### config.mk
export PLATFORM = sky130hd
export DESIGN_NAME = hidden_cpu_core
export DESIGN_NICKNAME = d
export VERILOG_FILES = /design/src/rtl/hidden_cpu_pkg.sv /design/src/rtl/hidden_cpu_alu.sv /design/src/rtl/hidden_cpu_core.sv
export SDC_FILE = /design/constraint.sdc
export NUM_CORES = 1
export LEC_CHECK = 0
export ABC_AREA = 1
export BUFFER_PORTS_ARGS = -buffer_cell sky130_fd_sc_hd__buf_2
export CORE_ASPECT_RATIO = 0.6
export CORE_MARGIN = 1.5
export CORE_UTILIZATION = 42
export DETAILED_ROUTE_END_ITERATION = 16
export HOLD_SLACK_MARGIN = 0.12
export PLACE_DENSITY = 0.63
export SYNTH_ARGS = -nofsm -noshare
export SYNTH_HDL_FRONTEND = slang
export SYNTH_SLANG_ARGS = --single-unit
### constraint.sdc
create_clock -name clk -period 2.2 [get_ports clk]
set_input_delay 0.44 -clock clk [delete_from_list [all_inputs] [get_ports clk]]
set_output_delay 0.44 -clock clk [all_outputs]
set_load 0.1 [all_outputs]
### src/rtl/hidden_cpu_pkg.sv
// Shared opcodes, branch conditions and instruction field helpers for the hidden CPU core.
// The field helpers take the instruction zero-extended to 32 bits plus the register-index width.
package hidden_cpu_pkg;

    localparam logic [1:0] OP_ADD = 2'b00;
    localparam logic [1:0] OP_SUB = 2'b01;
    localparam logic [1:0] OP_XOR = 2'b10;
    localparam logic [1:0] OP_BR  = 2'b11;

    localparam logic [1:0] BR_UNC = 2'b00;
    localparam logic [1:0] BR_CF  = 2'b01;
    localparam logic [1:0] BR_BF  = 2'b10;
    localparam logic [1:0] BR_TOG = 2'b11;

    localparam int INSTR_MAX_W = 32;

    function automatic logic [1:0] instrOp(input logic [INSTR_MAX_W-1:0] word, input int addrW);
        logic [INSTR_MAX_W-1:0] shifted;
        shifted = word >> (2 * addrW);
        return shifted[1:0];
    endfunction

    // Register fields come back in 8 bits; callers narrow them to their own index width.
    function automatic logic [7:0] instrRd(input logic [INSTR_MAX_W-1:0] word, input int addrW);
        logic [INSTR_MAX_W-1:0] shifted;
        shifted = (word >> addrW) & ((32'd1 << addrW) - 32'd1);
        return shifted[7:0];
    endfunction

    function automatic logic [7:0] instrRs(input logic [INSTR_MAX_W-1:0] word, input int addrW);
        logic [INSTR_MAX_W-1:0] masked;
        masked = word & ((32'd1 << addrW) - 32'd1);
        return masked[7:0];
    endfunction

endpackage

### src/rtl/hidden_cpu_alu.sv
// Combinational datapath of the hidden CPU: arithmetic results, flag updates and branch decision.
module hidden_cpu_alu
    import hidden_cpu_pkg::*;
#(
    parameter int DATA_W = 8
) (
    input  logic [1:0]        op_i,
    input  logic [DATA_W-1:0] a_i,
    input  logic [DATA_W-1:0] b_i,
    input  logic [1:0]        brCond_i,
    input  logic              carry_i,
    input  logic              borrow_i,
    output logic [DATA_W-1:0] result_o,
    output logic              carry_o,
    output logic              borrow_o,
    output logic              regWe_o,
    output logic              carryWe_o,
    output logic              borrowWe_o,
    output logic              brTaken_o,
    output logic              selToggle_o
);

    logic [DATA_W:0] sum;

    always_comb begin
        sum         = {1'b0, a_i} + {1'b0, b_i};
        result_o    = sum[DATA_W-1:0];
        carry_o     = carry_i;
        borrow_o    = borrow_i;
        regWe_o     = 1'b0;
        carryWe_o   = 1'b0;
        borrowWe_o  = 1'b0;
        brTaken_o   = 1'b0;
        selToggle_o = 1'b0;
        case (op_i)
            OP_ADD: begin
                regWe_o   = 1'b1;
                carryWe_o = 1'b1;
                carry_o   = sum[DATA_W];
            end
            OP_SUB: begin
                result_o   = a_i - b_i;
                regWe_o    = 1'b1;
                borrowWe_o = 1'b1;
                borrow_o   = (a_i < b_i);
            end
            OP_XOR: begin
                result_o = a_i ^ b_i;
                regWe_o  = 1'b1;
            end
            default: begin
                // Branches decide on the registered flags, so they see the previous ADD/SUB.
                case (brCond_i)
                    BR_UNC:  brTaken_o   = 1'b1;
                    BR_CF:   brTaken_o   = carry_i;
                    BR_BF:   brTaken_o   = borrow_i;
                    default: selToggle_o = 1'b1;
                endcase
            end
        endcase
    end

endmodule

### src/rtl/hidden_cpu_core.sv
// Parametrised hidden CPU: one-deep decode register, register file, pc, flags and output select.
// Define HIDDENCPU_STALL_EN to add a stall input that withholds instr_ready.
module hidden_cpu_core
    import hidden_cpu_pkg::*;
#(
    parameter  int DATA_W  = 8,
    parameter  int NREG    = 4,
    parameter  int PC_W    = 8,
    localparam int ADDR_W  = $clog2(NREG),
    localparam int INSTR_W = 2 + 2 * ADDR_W
) (
    input  logic               clk,
    input  logic               rst,
`ifdef HIDDENCPU_STALL_EN
    input  logic               stall,
`endif
    input  logic               instr_valid,
    output logic               instr_ready,
    input  logic [INSTR_W-1:0] instr,
    output logic [PC_W-1:0]    pc_out,
    output logic [DATA_W-1:0]  dout,
    output logic               sel_out,
    output logic               carry_out,
    output logic               borrow_out
);

    logic [PC_W-1:0]   pc_q, pc_d;
    logic [DATA_W-1:0] regs_q [NREG];
    logic [DATA_W-1:0] regs_d [NREG];
    logic              carry_q, carry_d;
    logic              borrow_q, borrow_d;
    logic              sel_q, sel_d;
    logic              dValid_q, dValid_d;
    logic [1:0]        dOp_q, dOp_d;
    logic [ADDR_W-1:0] dRd_q, dRd_d;
    logic [ADDR_W-1:0] dRs_q, dRs_d;
    logic [PC_W-1:0]   dTag_q, dTag_d;

    logic [INSTR_MAX_W-1:0] instrWord;
    logic                   instrReady;
    logic                   accept;
    logic                   branchTaken;
    logic [DATA_W-1:0]      aluResult;
    logic                   aluCarry, aluBorrow;
    logic                   regWe, carryWe, borrowWe, brTaken, selToggle;

`ifdef HIDDENCPU_STALL_EN
    assign instrReady = ~rst & ~stall;
`else
    assign instrReady = ~rst;
`endif

    assign instrWord   = INSTR_MAX_W'(instr);
    assign accept      = instr_valid & instrReady;
    assign branchTaken = dValid_q & brTaken;

    hidden_cpu_alu #(.DATA_W(DATA_W)) u_alu (
        .op_i        (dOp_q),
        .a_i         (regs_q[dRd_q]),
        .b_i         (regs_q[dRs_q]),
        .brCond_i    (2'(dRs_q)),
        .carry_i     (carry_q),
        .borrow_i    (borrow_q),
        .result_o    (aluResult),
        .carry_o     (aluCarry),
        .borrow_o    (aluBorrow),
        .regWe_o     (regWe),
        .carryWe_o   (carryWe),
        .borrowWe_o  (borrowWe),
        .brTaken_o   (brTaken),
        .selToggle_o (selToggle)
    );

    always_comb begin
        regs_d   = regs_q;
        pc_d     = pc_q;
        carry_d  = carry_q;
        borrow_d = borrow_q;
        sel_d    = sel_q;
        dValid_d = 1'b0;
        dOp_d    = dOp_q;
        dRd_d    = dRd_q;
        dRs_d    = dRs_q;
        dTag_d   = dTag_q;

        if (dValid_q) begin
            if (regWe)     regs_d[dRd_q] = aluResult;
            if (carryWe)   carry_d       = aluCarry;
            if (borrowWe)  borrow_d      = aluBorrow;
            if (selToggle) sel_d         = ~sel_q;
        end

        if (accept) begin
            pc_d     = pc_q + PC_W'(1);
            dValid_d = ~branchTaken;
            dOp_d    = instrOp(instrWord, ADDR_W);
            dRd_d    = ADDR_W'(instrRd(instrWord, ADDR_W));
            dRs_d    = ADDR_W'(instrRs(instrWord, ADDR_W));
            dTag_d   = pc_q;
        end

        // A taken branch wins over the sequential increment and squashes the same-cycle accept.
        if (branchTaken) pc_d = dTag_q + PC_W'(regs_q[NREG-1]);
    end

    always_ff @(posedge clk or posedge rst) begin
        if (rst) begin
            pc_q     <= '0;
            carry_q  <= 1'b0;
            borrow_q <= 1'b0;
            sel_q    <= 1'b0;
            dValid_q <= 1'b0;
            dOp_q    <= '0;
            dRd_q    <= '0;
            dRs_q    <= '0;
            dTag_q   <= '0;
            for (int i = 0; i < NREG; i++) regs_q[i] <= DATA_W'(i);
        end else begin
            pc_q     <= pc_d;
            carry_q  <= carry_d;
            borrow_q <= borrow_d;
            sel_q    <= sel_d;
            dValid_q <= dValid_d;
            dOp_q    <= dOp_d;
            dRd_q    <= dRd_d;
            dRs_q    <= dRs_d;
            dTag_q   <= dTag_d;
            regs_q   <= regs_d;
        end
    end

    assign instr_ready = instrReady;
    assign pc_out      = pc_q;
    assign dout        = sel_q ? DATA_W'(pc_q) : regs_q[NREG-1];
    assign sel_out     = sel_q;
    assign carry_out   = carry_q;
    assign borrow_out  = borrow_q;

endmodule

==> flow_summary.ini, run 1 <==
[run_status]
outcome = finished, violations left
violations = setup timing

[final_layout]
multiInputGateArea_um2 = 2780
synthToLayoutAreaGrowth_pct = 35.1
antenna_cells = 0
regArea_um2 = 1460
drive_gt1_frac = 0.353
layout.nets = 694
nFillCells = 886
design_area_um2 = 5700

[synth]
synth_edf_count = 0
syn-cell-area_um2 = 4220
synth_cells = 568
synthFlopType = dfrtp_1
yosysMostFrequentCell = nand2_1
synth_top_area_frac = 0.320
yosys-top-cells-count = nand2_1, inv_1, dfrtp_1
ys_types = 40
syn_avg_cell_area_um2 = 7.43
yosysSeqAreaShare = 0.345
synth_warnings = 0
synth_area_leaders = dfrtp_1, nand2_1, ha_1
async_flop_share = 1.00
yosysTopAreaCell = dfrtp_1
syn-num-nets = 609
synth_seq_cells = 58

[worst_hold_path]
hp-class = input port to flip-flop
whs_path_depth = 3

[floorplanning]
die_w_um = 132
die_y_um = 80.6
rows = 28
start_util = 0.430
ios = 29
die_area_um2 = 10700
core_area_um2 = 9810

[timing]
fin_crit_ps = 2540
setup_viol = 30
setup_ws_ps = -340
min_period_over_period = 1.15
hold_viol = 0
slew_headroom = 0.487
fmax_mhz = 394
final_max_slew_viol_count = 0
fin_skew_ps = 7.19
rsz0062_at_grt = true
worst_slew_pin_slew_ps = 770

[drt]
drc = 0
drt_iter0_drc = 458
ant_nets = 0
first_pass_iters = 7
viasPerCell = 5.27
post_drt_wl_per_cell_um = 16.3
wl_mm = 12.9
via_count = 4183

[clocking]
cts_buffer_depth = 2
clk_pin_slew_worst_paths_ps = 50
cts_tree = done
insertion_delay_ps = 330
postCtsHoldBufs = 0
cts_made_buffers = 9
clock-root-buffer = clkbuf_16
cts.sinks = 58
cts_max_level = 3

[worst_setup_path]
path_class = flip-flop to flip-flop
worstPathArrival_ps = 2760
crit_fanout = 4
worst_setup_path_start_kind = flip-flop
r2r_cells = 19
cp-end-kind = flip-flop
worst_ep_required_time_ps = 2420

[grt]
grt_start_max_net_pins = 59
grt_pass1_wl_mm = 20.4
grt-ovfl-total = 0
grt_usage = 0.248
grt_pass1_vias = 3949
antenna_found_initial = 0

[place]
place_hpwl_mm = 9.51
routabilityCongestion = 0.913
numPortBuffers = 28
placedInstanceArea_um2 = 4890

[job]
cap_violations = 0
kinds of logic after synthesis:
family          count (synthesis)  synth area share
xor+xnor                       10            0.0208
compound gates                108             0.162
mux                             1           0.00267
fa+ha+maj                      32             0.100
simple gates                  267             0.276
buf+inv                        92            0.0934
flops                          58             0.345
critical path, stage by stage, from the launching register on:
cell and delay (ps):
dfrtp_2 430, inv_2 100, nand2_2 70, inv_4 90, a22o_1 150, a21oi_2 40
o21ai_2 80, inv_2 70, ha_4 160, fa_2 360, inv_2 70, nand2_2 60
nand2_2 80, nand4_1 150, nand2_1 130, nand2_2 60, nand3_2 80, nand2_4 80
nand3_1 90, nand2_1 50
state kept, by name, summed over array words and instances, names as in the netlist:
register	flops
carry_out	1
dTag_q	8
dValid_q	1
dOp_q	2
pc_out	8
dRs_q	2
regs_q	32
dRd_q	2
sel_out	1
borrow_out	1
metrics by stage:
stage | TNS, ps | hold slack (ps) | setup slack (ps) | std cells | utilization
2_1_floorplan | -266 | 453 | -54.0 | 568 | -
3_3_place_gp | -4980 | 465 | -308 | 762 | 0.499
3_5_place_dp | -6300 | 479 | -325 | 762 | 0.499
4_1_cts | -5240 | 304 | -300 | 788 | 0.560
5_1_grt | -10430 | 302 | -473 | 793 | 0.581
6_report | -6280 | 310 | -340 | 793 | 0.581
final timing paths:
path | from | to | slack (ps)
max in group asynchronous | rst | dRd_q[0]$_DFFE_PP0P_ | 1250
worst min-delay path | instr[2] | dRd_q[0]$_DFFE_PP0P_ | 310
min in group asynchronous | rst | dTag_q[7]$_DFFE_PP0P_ | 380
worst max-delay path | dRd_q[1]$_DFFE_PP0P_ | regs_q[6]$_DFFE_PP0P_ | -340
worst min register to register | dTag_q[0]$_DFFE_PP0P_ | dTag_q[0]$_DFFE_PP0P_ | 500
worst max register to register | dRd_q[1]$_DFFE_PP0P_ | regs_q[6]$_DFFE_PP0P_ | -340
layout make-up:
type,instances,area share
timing repair buffer,89,0.117
tap,135,0.0296
sequential,58,0.257
multi-input combinational,418,0.488
clock buffer,11,0.0426
inverter,77,0.0529
clock inverter,5,0.0136
metal layers:
| metal | track usage | vias to the layer above | part of all wire | routed length (um) |
|---|---|---|---|---|
| li1 | - | 2035 | - | - |
| met1 | 0.370 | 2008 | 0.50 | 6480 |
| met2 | 0.360 | 133 | 0.42 | 5480 |
| met3 | 0.0587 | 7 | 0.067 | 868 |
| met4 | 0.0538 | 0 | 0.0059 | 76 |
| met5 | 0 | - | 0 | 0 |
what timing repair did:
item,4_1_cts,5_1_grt
endpoints found under the setup margin,30,30
buffers inserted,11,5
pin swaps,25,17
gates resized for setup,40,49
placed cells by master, fill, tap and decap left out, types with 4 or more instances in the layout:
cell type  synthesis  final
nor2_4             4      4
inv_1             59     54
o21ai_1           11     15
ha_1              29     20
nand3_1           41     34
nor2_1            23     22
nand2_1          179    160
o21ai_4            0      5
nand2_4            0      4
buf_4              0     52
dfstp_2            4      4
o21ai_2            5     12
xor2_1             6      6
clkbuf_16          0      9
buf_6              5      7
nand3_2            1      7
dfrtp_1           54     50
o21ai_0           30     14
nand2_2            9     24
a32oi_2            0      4
a21oi_2            6      5
ha_4               0      7
a22oi_2            0      7
a21oi_1           24     23
o211ai_1           6      6
buf_2              4     27
xnor2_1            4      4
inv_2             14     17
Power of run 1 is left out: the tool's default activity adds up to more than one toggle a clock period on the data nets, which glitch-free logic cannot reach.
==> run 2, diff against run 1 <==
--- a/config.mk
+++ b/config.mk
@@ -8,11 +8,12 @@
 export ABC_AREA = 1
 export BUFFER_PORTS_ARGS = -buffer_cell sky130_fd_sc_hd__buf_2
 export CORE_ASPECT_RATIO = 0.6
-export CORE_MARGIN = 1.5
+export CORE_MARGIN = 2
 export CORE_UTILIZATION = 42
 export DETAILED_ROUTE_END_ITERATION = 16
 export HOLD_SLACK_MARGIN = 0.12
 export PLACE_DENSITY = 0.63
 export SYNTH_ARGS = -nofsm -noshare
 export SYNTH_HDL_FRONTEND = slang
+export SYNTH_HIERARCHICAL = 1
 export SYNTH_SLANG_ARGS = --single-unit
==> flow_summary.ini, run 2 <==
[final_layout]
design_area_um2 = 6040
layout.nets = 727
final_cell_mix = nand2_1, buf_4, inv_1
synthToLayoutAreaGrowth_pct = 43.0
final_common_cell = nand2_1
antenna_cells = 0
regMostFlops = regs_q
fin_util = 0.615
drive_gt1_frac = 0.412
largest_reg_flops = 32

[synth]
synthMuxAreaShare = 0
yosysTopAreaCell = dfrtp_1
syn-cell-area_um2 = 4220
synthFlopType = dfrtp_1
syn-num-nets = 621
synth_cells = 581
synth_seq_cells = 58
synth-xor-area-share = 0.0145
synth_fa_ha_area_frac = 0.0972
yosysMostFrequentCell = nand2_1
synth_top_area_frac = 0.320
synth_top_family_by_area = simple AND/OR/NAND/NOR gates
synth_simple_gate_area_frac = 0.271
synth_edf_count = 0
synth_compound_area_frac = 0.176
synth_warnings = 6
syn_avg_cell_area_um2 = 7.26
ys_types = 36
yosysSeqAreaShare = 0.345
synth_area_leaders = dfrtp_1, nand2_1, ha_1
yosys-top-cells-count = nand2_1, inv_1, dfrtp_1
async_flop_share = 1.00

[run_status]
outcome = finished, violations left
violations = setup timing

[clocking]
postCtsHoldBufs = 0
insertion_delay_ps = 330
cts.sinks = 58
clk_pin_slew_worst_paths_ps = 50
cts_made_buffers = 9
cts_max_level = 3
cts_buffer_depth = 2
cts_tree = done
clock-root-buffer = clkbuf_16

[timing]
final_max_slew_viol_count = 0
setup_ws_ps = -313
hold_viol = 0
setup_viol = 30
rsz0062_at_grt = true
fin_crit_ps = 2510
min_period_over_period = 1.14
worst_slew_pin_slew_ps = 631
fmax_mhz = 398
fin_skew_ps = 5.41
slew_headroom = 0.580

[drt]
viasPerCell = 5.37
ant_nets = 0
drc = 0
drt_iter0_drc = 424
post_drt_wl_per_cell_um = 16.4
first_pass_iters = 5
via_count = 4442
wl_mm = 13.6

[place]
pre_cts_ws_ps = -493
routabilityCongestion = 0.924
placedInstanceArea_um2 = 5040
place_hpwl_mm = 9.51
numPortBuffers = 28

[job]
cap_violations = 0

[floorplanning]
die_y_um = 81.6
ios = 29
rows = 28
core_area_um2 = 9810
start_util = 0.430
die_w_um = 133
die_area_um2 = 10900

[worst_setup_path]
worst_setup_path_start_kind = flip-flop
cp-end-kind = flip-flop
path_class = flip-flop to flip-flop
crit_fanout = 4
worstPathArrival_ps = 2770
worst_ep_required_time_ps = 2450

[worst_hold_path]
hp-class = input port to async pin

[grt]
antenna_found_initial = 0
grt_pass1_wl_mm = 21.3
grt_start_max_net_pins = 47
grt-ovfl-total = 0
grt_pass1_vias = 4153
grt_usage = 0.254
-- run 2: cells by family (layout without fill, tap and decap cells) --
family                     Yosys count  after routing
adders and majority gates           31             31
and+or+nand+nor                    261            261
xor gates and xnor gates             7              7
DFF                                 58             58
AOI/OAI and AO/OA                  123            123
buffers and inverters              101            212
-- run 2: worst paths after layout --
kind                                           to  slack [ps]             startpoint  cells after the start
max in group asynchronous     sel_out$_DFFE_PP0P_        1220                    rst                      3
max reg2reg                 regs_q[2]$_DFFE_PP0P_        -310   dRd_q[0]$_DFFE_PP0P_                     13
min                        regs_q[26]$_DFFE_PP0P_         300                    rst                      3
max                         regs_q[2]$_DFFE_PP0P_        -310   dRd_q[0]$_DFFE_PP0P_                     13
min reg2reg                 dTag_q[4]$_DFFE_PP0P_         480  dTag_q[4]$_DFFE_PP0P_                      2
min in group clk             dOp_q[1]$_DFFE_PP0P_         310               instr[5]                      3
-- run 2: layout make-up --
class / count / area, um2
Multi-Input combinational cell: 422 / 2880
Sequential cell: 58 / 1460
Fill cell: 810 / 3770
Clock inverter: 5 / 77.6
Inverter: 87 / 340
Tap cell: 135 / 169
Clock buffer: 11 / 243
Timing Repair Buffer: 109 / 861
-- run 2: per-stage QoR --
stage / hold WS [ps] / std cells / setup TNS, ps
after floorplan: 453 / 581 / -4410
after global placement: 469 / 787 / -9200
after CTS: 286 / 822 / -3950
final: 300 / 827 / -6330
after detailed placement: 471 / 787 / -9650
after global routing: 299 / 827 / -10000
-- run 2: critical path, cell delays in order, from the launching register on --
cell	delay, ps
dfrtp_2	460
inv_2	100
nor2_4	60
a22oi_2	130
o211ai_1	130
buf_4	160
ha_4	160
fa_2	390
buf_6	140
xor2_2	140
o21ai_2	250
buf_4	160
nand2_2	60
o21ai_2	100
-- run 2: timing repair --
| item | 4_1_cts | 5_1_grt |
|---|---|---|
| pin swaps | 45 | 49 |
| resized for setup | 96 | 52 |
| gates cloned | 0 | 0 |
| endpoints found under the setup margin | 35 | 31 |
| setup buffers | 19 | 5 |
-- run 2: metal layers --
layer | routed length (um) | track usage
met4 | 139 | 0.0649
met2 | 5920 | 0.390
met5 | 0 | 0
met3 | 1140 | 0.0543
met1 | 6380 | 0.367
Power of run 2 is left out for the same reason.
